$ cat config.mk
export PLATFORM = sky130hd
export DESIGN_NAME = mux_rr_arbiter
export DESIGN_NICKNAME = d
export VERILOG_FILES = /design/src/rtl/mux_arb_pkg.sv /design/src/rtl/mux0.sv /design/src/rtl/mux_rr_arbiter.sv
export SDC_FILE = /design/constraint.sdc
export NUM_CORES = 1
export LEC_CHECK = 0
export ABC_AREA = 1
export CORE_ASPECT_RATIO = 1.25
export CORE_UTILIZATION = 46
export DETAILED_ROUTE_END_ITERATION = 6
export PLACE_DENSITY_LB_ADDON = 0.15
export SLEW_MARGIN = 20
export SYNTH_ARGS = -nofsm -noshare
export SYNTH_HDL_FRONTEND = slang
export SYNTH_SLANG_ARGS = --single-unit
$ cat constraint.sdc
create_clock -name clk -period 4.3 [get_ports clk]
set_input_delay 0.86 -clock clk [delete_from_list [all_inputs] [get_ports clk]]
set_output_delay 0.86 -clock clk [all_outputs]
set_load 0.05 [all_outputs]
$ cat src/rtl/mux_arb_pkg.sv
// Shared types and helpers for the round-robin mux arbiter.
// The helpers work on a MAX_N-wide vector; callers cast to their own N.
package mux_arb_pkg;

   localparam int MAX_N = 32;

   typedef enum logic {IDLE = 1'b0, SEND = 1'b1} state_t;

   // First set request at or after ptr, wrapping at n; result undefined if req has no bit set.
   function automatic int rr_pick(input logic [MAX_N-1:0] req, input int ptr, input int n);
      int idx;
      rr_pick = 0;
      // Walk offsets from largest to smallest so the nearest requester wins.
      for (int k = MAX_N - 1; k >= 0; k--) begin
         if (k < n) begin
            idx = ptr + k;
            if (idx >= n) idx = idx - n;
            if (req[idx]) rr_pick = idx;
         end
      end
   endfunction

   function automatic logic [MAX_N-1:0] onehot(input int idx);
      onehot = '0;
      onehot[idx] = 1'b1;
   endfunction

endpackage

$ cat src/rtl/mux0.sv
// N:1 single-bit mux; purely combinational, no flow control.
// Select values at or beyond N yield 0.
module mux0 #(
   parameter int N     = 8,
   parameter int log2N = 3
) (
   input  logic [N-1:0]     data_in,
   input  logic [log2N-1:0] sel,
   output logic             data_out
);

   always_comb begin
      data_out = 1'b0;
      for (int i = 0; i < N; i++) begin
         if (int'(sel) == i) data_out = data_in[i];
      end
   end

endmodule

$ cat src/rtl/mux_rr_arbiter.sv
// Round-robin arbiter sharing mux0 between N requesters; req to out_valid is one cycle.
// Backpressure: out_valid/data_out/gnt hold until out_ready, then ack pulses and an IDLE gap follows.
module mux_rr_arbiter
   import mux_arb_pkg::*;
#(
   parameter int N     = 8,
   parameter int log2N = 3
) (
   input  logic             clk,
   input  logic             rst,
   input  logic [N-1:0]     req,
   input  logic [N-1:0]     data_in,
   input  logic             out_ready,
   output logic [log2N-1:0] sel,
   output logic [N-1:0]     gnt,
   output logic             out_valid,
   output logic             data_out,
   output logic [N-1:0]     ack,
   output logic             busy
);

   state_t           state_q, state_d;
   logic [log2N-1:0] ptr_q, ptr_d;
   logic [log2N-1:0] win, sel_d;
   logic [N-1:0]     gnt_d, ack_d;
   logic             out_valid_d, data_out_d;
   logic             mux_bit;

   always_comb win = log2N'(rr_pick(MAX_N'(req), int'(ptr_q), N));

   // The mux looks at the combinational winner so the bit is captured on the grant edge.
   mux0 #(.N(N), .log2N(log2N)) u_mux0 (
      .data_in  (data_in),
      .sel      (win),
      .data_out (mux_bit)
   );

   always_comb begin
      state_d     = state_q;
      ptr_d       = ptr_q;
      sel_d       = sel;
      gnt_d       = gnt;
      out_valid_d = out_valid;
      data_out_d  = data_out;
      ack_d       = '0;
      case (state_q)
         IDLE: begin
            gnt_d       = '0;
            out_valid_d = 1'b0;
            data_out_d  = 1'b0;
            if (|req) begin
               sel_d       = win;
               gnt_d       = N'(onehot(int'(win)));
               data_out_d  = mux_bit;
               out_valid_d = 1'b1;
               state_d     = SEND;
            end
         end
         SEND: begin
            if (out_valid && out_ready) begin
               ack_d       = N'(onehot(int'(sel)));
               gnt_d       = '0;
               out_valid_d = 1'b0;
               data_out_d  = 1'b0;
               ptr_d       = (sel == log2N'(N - 1)) ? '0 : sel + 1'b1;
               state_d     = IDLE;
            end
         end
         default: state_d = IDLE;
      endcase
   end

   always_ff @(posedge clk or posedge rst) begin
      if (rst) begin
         state_q   <= IDLE;
         ptr_q     <= '0;
         sel       <= '0;
         gnt       <= '0;
         out_valid <= 1'b0;
         data_out  <= 1'b0;
         ack       <= '0;
      end else begin
         state_q   <= state_d;
         ptr_q     <= ptr_d;
         sel       <= sel_d;
         gnt       <= gnt_d;
         out_valid <= out_valid_d;
         data_out  <= data_out_d;
         ack       <= ack_d;
      end
   end

   assign busy = (state_q == SEND);

endmodule

### Word level (Yosys, flattened, before mapping)

Cells that the tools add are included.

| word-level totals | value |
|---|---|
| register bits | 25 |
| input bits | 19 |
| output and inout port bits | 22 |

| cells by class | value |
|---|---|
| add/sub/neg operators | 16 |
| order comparisons | 20 |
| equal/unequal tests | 9 |
| multiplexer cells | 65 |
| bitwise operators | 1 |
| reductions and logical operators | 7 |

Operators by type and width:

| cell | count |
|---|---|
| $lt 32x7->1 const B | 8 |
| $mux 32 | 8 |
| $bmux 1 s5 | 8 |
| $sub 4x4->5 const B | 7 |
| $mux 8 | 4 |
| $mux 1 | 30 |
| $ge 4x4->1 const B | 7 |
| $mux 3 | 9 |
| $add 3x3->4 const B | 4 |
| $pmux 8 s2 | 1 |
| $eq 3x3->1 const B | 5 |
| $lt 3x6->1 const B | 2 |
| $add 3x2->4 const B | 2 |
| $reduce_or 8->1 | 1 |
| $demux 1 s3 | 2 |
| $eq 3x2->1 const B | 2 |
| $ge 3x1->1 const B | 2 |
| $pmux 1 s2 | 3 |
| $sub 3x4->5 const B | 1 |
| $add 3x1->4 const B | 1 |
| $ge 3x4->1 const B | 1 |
| $reduce_and 2->1 | 2 |
| $add 3x1->3 const B | 1 |
| $eq 3x1->1 const B | 1 |
| other kinds (4) | 6 |

### Longest topological paths before layout

Gate-level depths: netlist of the first run.

| depth | value |
|---|---|
| word-level depth | 25 |
| depth in mapped cells | 25 |
| mapped depth without buffers | 25 |

### Cells and area by module

From an unflattened synthesis of the first run, not the netlist that was laid out.

| unflattened totals | value |
|---|---|
| cells, all modules | 268 |
| area total of the unflattened synthesis | 1781.7 sq um |

Modules (own cells, without submodules):

| module | instances | cells each | area each (sq um) | sequential area each (sq um) |
|---|---|---|---|---|
| mux_rr_arbiter | 1 | 247 | 1695.4 | 625.6 |
| mux0 | 1 | 21 | 86.3 | 0.0 |

### Worst setup path before layout of the first run

Ideal clock, no wire load.

| timing path | value |
|---|---|
| kind | register to register |
| from | register ptr_q[1] |
| to | register data_out |
| setup time | 0.118 ns |
| arrival | 2.288 ns |
| required time | 4.182 ns |
| setup slack | 1.894 ns |
| stages on the path, launching flop included | 25 |
| buffers on the path | 1 |
| period minus slack after synthesis | 2.406 ns |
| cells stage by stage | dfrtp_1 > inv_2 > ha_1 > buf_2 > inv_2 > nand3_1 > nand2_1 > nor2_1 > inv_2 > o21ai_2 > inv_2 > nand2_1 > nand2_1 > nand2_1 > nand2_1 > nand2_1 > nand2_2 > inv_2 > nand2_2 > nor2_2 > nand2_1 > nand2_1 > nand4_1 > nand2_1 > nand2_1 |

| on the way | value |
|---|---|
| word-level cells in the longest chain between the ends | 25 |

Ends and longest elaborated chain:

| element | line | RTL |
|---|---|---|
| from (decl) | mux_rr_arbiter.sv:23 | `logic [log2N-1:0] ptr_q, ptr_d;` |
| from (signal assigned) | mux_rr_arbiter.sv:84 | `ptr_q <= ptr_d;` |
| $add 3x3->4 | mux_arb_pkg.sv:16 | `idx = ptr + k;` |
| $sub 4x4->5 / $ge 4x4->1 (equally long branches) | mux_arb_pkg.sv:17 | `if (idx >= n) idx = idx - n;` |
| $mux 32 | mux_arb_pkg.sv:17 |  |
| $bmux 1 s5 | mux_arb_pkg.sv:18 | `if (req[idx]) rr_pick = idx;` |
| $mux 1 (implied by the code) (2 in series) | mux_arb_pkg.sv:18 |  |
| $mux 3 (7 in series) | mux_arb_pkg.sv:18 |  |
| $mux 3 * | mux_arb_pkg.sv:18 |  |
| $logic_not 3->1 | mux0.sv:15 | `if (int'(sel) == i) data_out = data_in[i];` |
| $mux 1 (7 in series) | mux0.sv:15 |  |
| $mux 1 * | mux0.sv:15 |  |
| $mux 1 * | mux_rr_arbiter.sv:51 | `if (\|req) begin` |
| $pmux 1 s2 * | mux_rr_arbiter.sv:46 | `case (state_q)` |
| to (signal assigned) | mux_rr_arbiter.sv:88 | `data_out <= data_out_d;` |
| to (decl) | mux_rr_arbiter.sv:17 | `output logic data_out,` |

Mark *: on every way between the ends. The rest lies on a longest branch, timed or not. The select of a mux whose other input is x is not followed.
A chain may end at the register's enable or synchronous reset.

### Worst setup path after layout of the first run

| timing path | value |
|---|---|
| from | register ptr_q[0] |
| to | register data_out |

Same word-level chain as after synthesis.

==> flow_metrics.py, run 1 <==
metrics = {
    "layout": {
        "ff_latch_area_um2": 626,
        "syn2layout_area_growth_pct": 27.1,
        "num-fill-cells": 332,
        "final_nets": 317,
        "fin_area_um2": 2260,
        "multi_input_area_um2": 1010,
        "n_antenna_cell": 0,
        "drive_gt1_share_pct": 17.9,
    },
    "placement": {
        "portBuffers": 40,
        "gp_congestion": 0.977,
        "dp_hpwl_um": 3330,
        "placed_cell_area_um2": 2210,
    },
    "logic_synthesis": {
        "synthTopCellsByArea": "dfrtp_1, nand2_1, nand3_2",
        "synth.ff_latch_count": 25,
        "synth_cell_types": 28,
        "post-synth-top-area-fraction_pct": 35.2,
        "syn_avg_cell_area_um2": 7.16,
        "synth_warnings": 0,
        "syn_inst": 248,
        "syn_area_um2": 1780,
        "syn_nets": 274,
        "yosys.area_share.simple_pct": 42.2,
        "synth_top_family_by_area": "simple AND/OR/NAND/NOR gates",
        "synth_compound_area_share_pct": 9.16,
        "synthXorXnorAreaFrac_pct": 0.493,
        "ys_seq_area_share_pct": 35.2,
        "synth_fa_ha_area_share_pct": 4.93,
        "synth.area.mux_share_pct": 0,
        "yosysTopAreaCell": "dfrtp_1",
    },
    "setup_path": {
        "worst-setup-path-type": "reg -> reg",
        "setup.worst_path.end_class": "flop",
        "critPathMaxFanout": 13,
        "arrival_ns": 3.25,
        "critPathRequiredTime_ns": 4.51,
        "crit_path_start_kind": "flop",
    },
    "detailed_routing": {
        "first_pass_iters": 6,
        "vias": 1715,
        "wire_per_inst_um": 12.8,
        "ant_nets": 0,
        "route.detailed.drc": 1,
        "drt_iter0_markers": 82,
        "viasPerCell": 5.21,
        "routed_wl_um": 4210,
    },
    "clock_network": {
        "post-cts-setup-buffers": 0,
        "clock-sinks": 25,
        "root_buffer": "clkbuf_8",
        "numCtsBuffers": 3,
        "postCtsHoldBufs": 0,
        "ctsLongestPathBuffers": 2,
        "clkLatencyLatePin_ns": 0.27,
        "htree_levels": 1,
        "path_clk_slew_ns": 0.09,
        "cts_tree": "built",
        "cts_resized": 0,
    },
    "status": {
        "violations": "design-rule violations",
        "status": "finished with violations",
    },
    "global_route": {
        "grt_util_all_layers_pct": 22.6,
        "antenna_found_initial": 0,
        "grt_pass1_wl_um": 7290,
        "grt_pass1_vias": 1698,
        "grt_overflow": 0,
        "grt_max_degree": 26,
    },
    "min_path": {
        "hold_path_class": "reg -> reg",
    },
    "timing": {
        "rsz0062_at_grt": "false",
        "max_freq_ghz": 0.328,
        "tightest_slew_ns": 0.936,
        "setup_viol": 0,
        "period_share_pct": 70.9,
        "min_period_ns": 3.05,
        "finalClockSkew_ns": 0.00685,
        "final_max_slew_viol_count": 0,
        "fin_setup_tns_ns": 0,
        "slew_headroom_pct": 37.5,
        "hold_violations": 0,
    },
    "die": {
        "fp.dieArea_um2": 4110,
        "die_h_um": 71.5,
        "rows": 24,
        "io_pins": 41,
        "fp.dieW_um": 57.6,
        "placeableCoreArea_um2": 3570,
        "start_util_pct": 49.7,
    },
    "flow_run": {
        "maxCapViolations": 0,
    },
}
-- registers in the layout (all words and copies together), names as in the netlist --
register,count
out_valid,1
busy,1
ptr_q,3
data_out,1
sel,3
gnt,8
ack,8
-- worst max-delay path: stages (launching register included) --
cell and delay, ns:
dfrtp_1 0.71, inv_2 0.20, ha_1 0.47, inv_2 0.15
nand3_2 0.10, nand3_2 0.11, nand2_2 0.10, inv_2 0.07
nand2_1 0.04, nand2_1 0.06, nand2_1 0.05, nand2_1 0.05
nand2_1 0.04, nand2_1 0.05, nand2_1 0.06, nand2_2 0.13
nand2_1 0.08, nor2_1 0.18, nand2_1 0.07, nand2_1 0.07
nand2_1 0.05, nand4_1 0.06, nand2_1 0.05, nand2_1 0.05
-- synth_stat cells --
cell type,number
a21oi_2,1
a32o_1,1
buf_2,1
o22ai_1,1
nand3_1,19
clkinv_2,1
ha_1,7
dfrtp_1,25
inv_1,18
nor4_1,1
nor2_1,25
nor2_2,3
nand2_2,15
o21ai_0,11
o21ai_1,3
a22o_1,5
nand3_2,11
buf_6,1
o21ai_2,1
nand4_1,2
xnor2_1,1
a21oi_1,3
and3_1,1
nor3_1,1
nand2_1,73
clkinv_1,1
inv_2,13
nand2_4,3
-- cells by family after synthesis --
| family | Yosys count |
|---|---|
| xor+xnor | 1 |
| fa+ha+maj | 7 |
| simple gates | 154 |
| buf+inv | 35 |
| flops | 25 |
| compound gates | 26 |
-- final timing paths --
check | startpoint | to | slack, ns | cells past startpoint
max | ptr_q[0] | data_out | 1.25 | 23
min in group asynchronous | rst | ack[1] | 1.09 | 2
min | data_out | data_out | 0.49 | 2
max reg2reg | ptr_q[0] | data_out | 1.25 | 23
max in group asynchronous | rst | data_out | 2.63 | 2
min reg2reg | data_out | data_out | 0.49 | 2
-- layout make-up --
cell class / count / share of cell area [%]
well taps: 39 / 2.16
multi-input cells: 188 / 44.7
clock inverters: 1 / 0.333
inverters: 33 / 5.54
repair buffers: 40 / 17.7
flip-flops and latches: 25 / 27.7
clock buffers: 3 / 1.83
-- routing by layer --
metal	vias to the layer above	GRT usage (%)	routed length, um
met3	7	1.26	154
li1	881	-	-
met1	776	27.0	1800
met4	0	9.49	85
met2	51	41.5	2170
met5	-	0	0
-- cell usage in the layout (no fill, tap or decap), drive strengths merged, types with 4 or more instances in the layout --
cell	netlist	routed
clkdlybuf4s50	0	40
a21oi	4	4
nor2	28	28
o21ai	15	15
ha	7	7
nand2	91	91
nand3	30	30
dfrtp	25	25
inv	31	31
a22o	5	5
-- per-stage QoR --
stage,cells,hold WS (ns),util (%),setup slack (ns)
after floorplan,248,0.659,-,1.89
after global placement,325,0.475,61.8,1.28
after detailed placement,325,0.474,61.8,1.27
after CTS,329,0.497,63.2,1.26
after global routing,329,0.534,63.2,0.867
final,329,0.494,63.2,1.25
Power of run 1 is not shown: default switching activity piles up to over one toggle a cycle in this logic, so the estimate is an artifact.
==> run 2: changes to the inputs <==
- clock period: 4.3 -> 2.9 ns (I/O delays scaled with it)
==> run 2 against run 1 <==
The run still ends with design-rule violations left. Via count fell by 0.47%. Critical path depth down 1. Count of clock-buffer cells in the layout is 1 higher. Fmax grew 19%. Non-clock buffer count grew 6. Die area did not move. Register-to-register slack worse by 0.91 ns. Flip-flop and latch count is the same. Design area up 1.9%. Cell count is 1.8% higher. Largest cell class unchanged. Highest routed layer unchanged.
==> flow_metrics.py, run 2 (same netlist as run 1, synthesis figures left out) <==
metrics = {
    "setup_path": {
        "worst_path_largest_cell_delay_ns": 0.39,
        "cp_cell_sequence": "inv_2, ha_2, inv_2, nand3_1, nand2_2, nand2_1, nand2_1, nor2_2, o21ai_1, nand2_1, nand2_1, nand2_1, nand2_1, nand2_2, inv_2, nand2_2, nor2_2, nand2_1, nand2_1, nand4_1, nand2_1, nand2_1",
        "crit-reg2reg-capture": "data_out",
        "crit_path_start_kind": "flop",
        "arrival_ns": 2.72,
        "timing.rr.start": "ptr_q[0]",
        "setup.worst_path.end_class": "flop",
        "rr_worst_depth": 22,
        "path_buf_inv": 3,
        "worst-setup-path-type": "reg -> reg",
        "r2r_slack_ns": 0.35,
        "critPathTopFamily": "simple AND/OR/NAND/NOR gates",
        "critPathRequiredTime_ns": 3.07,
        "cp-startpoint": "ptr_q[0]",
        "cpMostUsedCell": "nand2_1",
        "cp_slowest_cell": "dfrtp_1",
        "critPathMaxFanout": 10,
    },
    "clock_network": {
        "ctsLongestPathBuffers": 2,
        "numCtsBuffers": 3,
        "post-cts-setup-buffers": 0,
        "clkLatencyLatePin_ns": 0.27,
        "htree_levels": 1,
        "root_buffer": "clkbuf_8",
        "path_clk_slew_ns": 0.08,
        "cts_tree": "built",
        "clock-sinks": 25,
    },
    "detailed_routing": {
        "first_pass_iters": 6,
        "vias": 1707,
        "routed_wl_um": 4130,
        "ant_nets": 0,
        "viasPerCell": 5.10,
        "drt_iter0_markers": 74,
        "route.detailed.drc": 1,
        "wire_per_inst_um": 12.3,
    },
    "layout": {
        "largestRegisters": "ack x8, gnt x8",
        "final_util_pct": 64.4,
        "instances_no_fill": 335,
        "drive_gt1_share_pct": 19.6,
        "syn2layout_area_growth_pct": 29.6,
        "n_antenna_cell": 0,
        "final_common_cell": "nand2_1",
        "num-fill-cells": 332,
        "layout_common_cells": "nand2_1, clkdlybuf4s50_1, nor2_1, dfrtp_1, nand3_1",
        "final_nets": 323,
    },
    "timing": {
        "period_share_pct": 88.1,
        "layout_setup_ws_ns": 0.346,
        "fin_setup_tns_ns": 0,
        "final_max_slew_viol_count": 0,
        "slew_headroom_pct": 58.3,
        "setup_viol": 0,
        "hold_violations": 0,
        "max_freq_ghz": 0.392,
        "min_period_ns": 2.55,
        "tightest_slew_ns": 0.624,
        "finalClockSkew_ns": 0.00605,
        "rsz0062_at_grt": "false",
    },
    "global_route": {
        "grt_util_all_layers_pct": 22.5,
        "grt_pass1_vias": 1716,
        "grt_overflow": 0,
        "antenna_found_initial": 0,
        "grt_max_degree": 26,
        "grt_pass1_wl_um": 7310,
    },
    "die": {
        "fp.dieW_um": 57.6,
        "io_pins": 41,
        "fp.dieArea_um2": 4110,
        "placeableCoreArea_um2": 3570,
        "start_util_pct": 49.7,
        "die_h_um": 71.5,
        "rows": 24,
    },
    "placement": {
        "placed_cells_incl_taps": 331,
        "portBuffers": 40,
        "dp_hpwl_um": 3270,
        "gp_congestion": 0.940,
        "place_ws_ns": 0.146,
    },
    "flow_run": {
        "maxCapViolations": 0,
    },
    "min_path": {
        "hold_path_class": "reg -> reg",
        "hold_start": "data_out",
        "whs_path_depth": 2,
        "holdPathEnd": "data_out",
    },
    "status": {
        "violations": "design-rule violations",
        "status": "finished with violations",
    },
}
==> run 2: cell types whose count changed in the layout (fill, tap and decap cells not counted), sizes merged <==
cell,delta
buf,+6
clkbuf,+1
clkinvlp,-1
==> run 2: worst reg2reg max path, stage by stage, from the launching register on <==
cell	delay [ns]
dfrtp_1	0.39
inv_2	0.15
ha_2	0.36
inv_2	0.14
nand3_1	0.11
nand2_2	0.12
nand2_1	0.06
nand2_1	0.07
nor2_2	0.04
o21ai_1	0.11
nand2_1	0.06
nand2_1	0.05
nand2_1	0.04
nand2_1	0.07
nand2_2	0.08
inv_2	0.08
nand2_2	0.07
nor2_2	0.14
nand2_1	0.07
nand2_1	0.07
nand4_1	0.07
nand2_1	0.06
nand2_1	0.04
==> run 2: how the worst max path moves through the flow <==
stage,to,cells past startpoint
5_1_grt,data_out,22
2_1_floorplan,data_out,24
6_report,data_out,22
3_5_place_dp,data_out,20
3_3_place_gp,data_out,18
4_1_cts,data_out,22
==> run 2: metal layers <==
| metal | vias to the layer above | global-route usage [%] | share of wire (%) |
|---|---|---|---|
| met5 | - | 0 | 0 |
| met4 | 0 | 8.40 | 2.2 |
| met3 | 8 | 3.07 | 3.8 |
| met2 | 38 | 40.8 | 51 |
| met1 | 771 | 26.7 | 43 |
| li1 | 890 | - | - |
==> run 2: what timing repair did <==
| item | 4_1_cts | 5_1_grt |
|---|---|---|
| gates resized for setup | 0 | 1 |
| setup endpoints to repair | 0 | 1 |
| hold buffers | 0 | 0 |
==> run 2: cell type report <==
cell class	instances	area, um^2	area share (%)
clock buffer	4	45.0	1.96
inverter	33	125	5.44
multi-input combinational	188	1010	43.9
sequential	25	626	27.2
tap	39	48.8	2.12
timing repair buffer	46	445	19.4
==> run 2: stage by stage <==
stage / hold slack (ns) / area, um^2
after global routing: 0.527 / 2300
final: 0.488 / 2300
after detailed placement: 0.471 / 2250
after global placement: 0.473 / 2250
after floorplan: 0.607 / 1780
after CTS: 0.493 / 2300
Power of run 2 is left out for the same reason.
==> run 3: changes to the inputs <==
- CAP_MARGIN: default -> 20
==> results of run 3 <==
The final DEF is identical to that of run 2; final timing and power are the same.
Power of run 3 is left out for the same reason.
